--- src/rtl/fifo_wr_arb_pkg.sv ---
// fifo_arb_pkg: arbiter state type and default parameters shared by the FIFO write arbiter files.
package fifo_arb_pkg;
   typedef enum logic {IDLE, GRANT} arb_state_t;
   localparam int NREQ_DEF      = 4;
   localparam int WIDTH_DEF     = 8;
   localparam int MAX_BURST_DEF = 4;
endpackage

--- src/rtl/fifo_wr_arb_if.sv ---
// fifo_wr_arb_if: requester-side handshake and FIFO write port bundle for the write arbiter.
interface fifo_wr_arb_if #(
   parameter int NREQ  = fifo_arb_pkg::NREQ_DEF,
   parameter int WIDTH = fifo_arb_pkg::WIDTH_DEF
) ();
   localparam int IDW = $clog2(NREQ);
   logic [NREQ-1:0]       req_valid;
   logic [NREQ*WIDTH-1:0] req_data;
   logic [NREQ-1:0]       req_last;
   logic [NREQ-1:0]       req_ready;
   logic                  fifo_wen;
   logic [IDW+WIDTH-1:0]  fifo_wdata;
   logic                  fifo_full;
   logic [IDW-1:0]        grant_id;
   logic                  busy;
   modport master (
      output req_valid, req_data, req_last, fifo_full,
      input  req_ready, fifo_wen, fifo_wdata, grant_id, busy
   );
   modport slave (
      input  req_valid, req_data, req_last, fifo_full,
      output req_ready, fifo_wen, fifo_wdata, grant_id, busy
   );
endinterface

--- src/rtl/fifo_wr_arb_rr_pick.sv ---
// rr_pick: combinational round-robin search starting one past last_grant.
module rr_pick #(
   parameter int NREQ = 4,
   localparam int IDW = $clog2(NREQ)
) (
   input  logic [NREQ-1:0] req,
   input  logic [IDW-1:0]  last_grant,
   output logic [IDW-1:0]  winner,
   output logic            any
);
   logic [IDW-1:0] idx;
   // Walk from farthest to nearest so the nearest valid requester overwrites last.
   always_comb begin
      winner = '0;
      idx = '0;
      for (int i = NREQ; i >= 1; i--) begin
         idx = IDW'((int'(last_grant) + i) % NREQ);
         if (req[idx]) winner = idx;
      end
   end
   assign any = |req;
endmodule

--- src/rtl/fifo_wr_arb.sv ---
// fifo_wr_arb: round-robin arbiter merging NREQ bursting write requesters into one async FIFO write port.
module fifo_wr_arb
   import fifo_arb_pkg::*;
#(
   parameter int NREQ      = NREQ_DEF,
   parameter int WIDTH     = WIDTH_DEF,
   parameter int MAX_BURST = MAX_BURST_DEF
) (
   input logic           wclk,
   input logic           wrstn,
   fifo_wr_arb_if.slave  bus
);
   localparam int IDW = $clog2(NREQ);
   localparam int BCW = $clog2(MAX_BURST + 1);
   arb_state_t     state;
   logic [BCW-1:0] beat_cnt;
   logic [IDW-1:0] last_grant, gid, winner;
   logic           any, beat, done;
   rr_pick #(.NREQ(NREQ)) u_pick (
      .req(bus.req_valid),
      .last_grant(last_grant),
      .winner(winner),
      .any(any)
   );
   assign beat            = state == GRANT && bus.req_valid[gid] && !bus.fifo_full;
   assign done            = bus.req_last[gid] || beat_cnt == BCW'(MAX_BURST - 1);
   assign bus.fifo_wen    = beat;
   assign bus.req_ready   = beat ? NREQ'(1) << gid : '0;
   assign bus.fifo_wdata  = state == GRANT ? {gid, bus.req_data[int'(gid)*WIDTH +: WIDTH]} : '0;
   assign bus.grant_id    = gid;
   assign bus.busy        = state == GRANT;
   // Async clear drops the write strobe immediately, abandoning any partial packet.
   always_ff @(posedge wclk or negedge wrstn)
      if (!wrstn) begin
         state      <= IDLE;
         beat_cnt   <= '0;
         last_grant <= IDW'(NREQ - 1);
         gid        <= '0;
      end else if (state == IDLE) begin
         if (any) begin
            state    <= GRANT;
            gid      <= winner;
            beat_cnt <= '0;
         end
      end else if (beat) begin
         if (done) begin
            state      <= IDLE;
            last_grant <= gid;
            gid        <= '0;
            beat_cnt   <= '0;
         end else beat_cnt <= beat_cnt + 1'b1;
      end
endmodule

--- src/flat_wrapper.sv ---
// flat-port wrapper written by rule: the top's interface ports become plain ports
module fifo_wr_arb_flat import fifo_arb_pkg::*;
#(
   parameter int NREQ      = NREQ_DEF,
   parameter int WIDTH     = WIDTH_DEF,
   parameter int MAX_BURST = MAX_BURST_DEF
)
  (wclk, wrstn, bus_req_valid, bus_req_data, bus_req_last, bus_fifo_full, bus_req_ready, bus_fifo_wen, bus_fifo_wdata, bus_grant_id, bus_busy);
  fifo_wr_arb_if #(.NREQ(NREQ), .WIDTH(WIDTH)) bus_i ();
  input logic wclk;
  input logic wrstn;
  input wire logic [$bits(bus_i.req_valid)-1:0] bus_req_valid;
  input wire logic [$bits(bus_i.req_data)-1:0] bus_req_data;
  input wire logic [$bits(bus_i.req_last)-1:0] bus_req_last;
  input wire logic [$bits(bus_i.fifo_full)-1:0] bus_fifo_full;
  output wire logic [$bits(bus_i.req_ready)-1:0] bus_req_ready;
  output wire logic [$bits(bus_i.fifo_wen)-1:0] bus_fifo_wen;
  output wire logic [$bits(bus_i.fifo_wdata)-1:0] bus_fifo_wdata;
  output wire logic [$bits(bus_i.grant_id)-1:0] bus_grant_id;
  output wire logic [$bits(bus_i.busy)-1:0] bus_busy;
  assign bus_i.req_valid = bus_req_valid;
  assign bus_i.req_data = bus_req_data;
  assign bus_i.req_last = bus_req_last;
  assign bus_i.fifo_full = bus_fifo_full;
  assign bus_req_ready = bus_i.req_ready;
  assign bus_fifo_wen = bus_i.fifo_wen;
  assign bus_fifo_wdata = bus_i.fifo_wdata;
  assign bus_grant_id = bus_i.grant_id;
  assign bus_busy = bus_i.busy;
  fifo_wr_arb #(.NREQ(NREQ), .WIDTH(WIDTH), .MAX_BURST(MAX_BURST)) u_core (.wclk(wclk), .wrstn(wrstn), .bus(bus_i));
endmodule
--- config.mk ---
export PLATFORM = sky130hd
export DESIGN_NAME = fifo_wr_arb_flat
export DESIGN_NICKNAME = d
export VERILOG_FILES = /design/src/rtl/fifo_wr_arb_pkg.sv /design/src/rtl/fifo_wr_arb_if.sv /design/src/rtl/fifo_wr_arb_rr_pick.sv /design/src/rtl/fifo_wr_arb.sv /design/src/flat_wrapper.sv
export SDC_FILE = /design/constraint.sdc
export NUM_CORES = 1
export LEC_CHECK = 0
export CORE_AREA = 5 5 54 56
export DETAILED_ROUTE_END_ITERATION = 8
export DIE_AREA = 0 0 59 61
export PLACE_DENSITY = 0.92
export REMOVE_ABC_BUFFERS = 1
export SLEW_MARGIN = 10
export SYNTH_ARGS = -nofsm -noshare
export SYNTH_HDL_FRONTEND = slang
export SYNTH_SLANG_ARGS = --single-unit
--- constraint.sdc ---
create_clock -name wclk -period 2.7 [get_ports wclk]
set_input_delay 0.405 -clock wclk [delete_from_list [all_inputs] [get_ports wclk]]
set_output_delay 0.405 -clock wclk [all_outputs]
set_load 0.1 [all_outputs]
==> reports/qor.csv <==
stage,metric,value,unit
place,PortBufs,60,
layout,number of diodes,0,
cts,clock-pin slew on the worst setup and hold paths,0.06,ns
routing,Detailed Routing Iterations Pass 1,4,
layout,nets,182,
die,row count,18,
synth,"EDFF count, synth",0,
timing,Fin. Hold Viols,0,
routing,DR WL met2,1.63,mm
timing,Final Setup Violations,0,
timing,minimum clock period,2.37,ns
global_route,initial antenna violation count,0,
place,RD Place Congestion,0.801,
setup_path,Crit Path Max Fanout,6,
outcome,outcome,finished clean,
synth,number of synthesized register bits,8,
synth,Synth area leaders,"dfrtp_1 18%, mux4_2 17%, mux4_1 9.7%, dfstp_2 6.4%, and2_1 6.1%",
synth,Yosys top cell by area,dfrtp_1,
routing,met3 wire length,161,um
setup_path,CP Capture Type,output pin,
cts,Clock Latency Late Sink,0.25,ns
layout,Finished Cell Area,1570,um^2
global_route,number of global-route vias before repair,885,
routing,"antenna viol nets, final",0,
cts,CTS tree,built,
cts,Clk Tree Root Cell,clkbuf_4,
global_route,Overall Global Routing Usage,16.0,%
job,max_cap viols,0,
place,Placed Area,1540,um^2
routing,vias per std cell,5.15,
layout,final core utilization,65.6,%
layout,Multi-input gate area,569,um^2
routing,top layer in use,met4,
die,I/O pin cnt,61,
timing,Final Max Tran Viols,0,
synth,proportion of synthesized chip area in sequential cells,24.8,%
timing,Achievable Freq,0.421,GHz
synth,Mapped Area,816,um^2
routing,WL final,2.83,mm
layout,FF/Latch Area,204,um^2
synth,Synth top cells by count,"8 x and2_1, 8 x nor2_1, 6 x dfrtp_1, 6 x mux4_2, 6 x nand2_1",
routing,M1 wire length,986,um
cts,htree depth,1,
setup_path,crit path launch type,input pin,
cts,post-CTS setup buffer count,0,
place,Post-DP HPWL,2.44,mm
cts,hold buffer count at cts,0,
synth,Mean Syn Cell Area,10.6,um^2
timing,Slew headroom,67.6,%
timing,RSZ-0062 raised after global routing,no,
layout,fill count,190,
cts,Sink Count,8,
global_route,Congestion Overflow GR,0,
timing,Final Cycle Share,87.9,%
synth,Synth top area share,18.4,%
synth,"Async S/R FF share, synth",100,%
die,Core ar.,2390,um^2
die,die width,59,um
die,Starting Density,34.2,%
routing,DRC viols,0,
global_route,largest net degree at the start of global routing,18,
die,Die Y,61,um
routing,Iteration-0 DRC Markers,18,
layout,Area Growth Syn to Fin,92.0,%
cts,clk buf depth,2,
global_route,first-pass GRT wire length,4.24,mm
routing,vias,849,
setup_path,critical path class,input pin to output pin,
layout,layout cells sized above 1,25.9,%
timing,worst-margin pin slew,0.482,ns
synth,Synth Instances,77,
synth,dominant synthesized flop cell,dfrtp_1,
setup_path,worst path required time,2.30,ns
timing,Max Clock Skew,0.00106,ns
routing,mean routed wirelength per cell,17.1,um
synth,"Distinct cells, synth",32,
setup_path,WP data arrival,1.97,ns
synth,yosys warns,0,
worst_hold_path,Worst Hold Class,input pin to async pin,
die,die area,3600,um^2
cts,CTS Buf Count,3,
[stage by stage]
stage / hold slack (ns) / setup TNS, ns / instances / setup slack, ns
floorplan: 0.109 / -10.01 / 72 / -1.51
global placement: 0.483 / 0 / 162 / 0.357
detailed placement: 0.502 / 0 / 162 / 0.308
CTS: 0.421 / 0 / 165 / 0.0649
global route: 0.429 / 0 / 165 / 0.211
finish: 0.423 / 0 / 165 / 0.327
[flip-flops by register name (all words and copies together), names as in the netlist]
name / flops
u_core.beat_cnt: 3
u_core.bus.grant_id: 2
u_core.last_grant: 2
u_core.bus.busy: 1
[cells in the final DEF, fill, tap and decap left out, drive strengths merged, types with 3 or more instances in the layout]
cell / instances
clkdlybuf4s50: 42
buf: 18
mux4: 9
nor2: 8
and2: 8
nand2: 6
dfrtp: 6
mux2i: 4
inv: 4
clkbuf: 3
o32ai: 3
[kinds of logic after synthesis]
kind of cell               share of synthesized area [%]
muxes                                               33.0
adders and majority gates                           3.07
buffers and inverters                               5.37
AOI/OAI and AO/OA                                   13.5
DFF                                                 24.8
and+or+nand+nor                                     20.2
[worst paths after layout]
kind / from / endpoint / slack, ns / cells after the start
min reg2reg: u_core.beat_cnt[0] / u_core.beat_cnt[0] / 0.51 / 1
max in group asynchronous: wrstn / u_core.last_grant[1] / 1.97 / 1
min: wrstn / u_core.beat_cnt[1] / 0.42 / 1
max reg2reg: u_core.bus.grant_id[1] / u_core.last_grant[0] / 0.83 / 4
min in group wclk: u_core.beat_cnt[0] / u_core.beat_cnt[0] / 0.51 / 1
max: bus_req_valid[3] / bus_req_ready[2] / 0.33 / 5
[repair_timing]
action                                  CTS  global route
hold endpoints to repair                  0             0
endpoints found under the setup margin    0             2
resized for setup                         0             1
[cell type report]
class	instances	area share (%)
sequential	8	13.0
multi-input combinational	60	36.3
inverter	4	0.958
clock buffer	3	1.44
tap	30	2.40
timing repair buffer	60	45.8
[critical path: stages]
cell and delay, ns:
clkdlybuf4s50_1 0.57, mux2i_1 0.17, or3_1 0.42, nor2_1 0.19, buf_12 0.20
[metal layers]
| layer | track usage, % | up-vias |
|---|---|---|
| li1 | - | 410 |
| met1 | 15.9 | 399 |
| met2 | 32.2 | 36 |
| met3 | 4.26 | 4 |
| met4 | 4.53 | 0 |
| met5 | 0 | - |
Power is not shown: default switching activity piles up to over one toggle a cycle in this logic, so the estimate is an artifact.
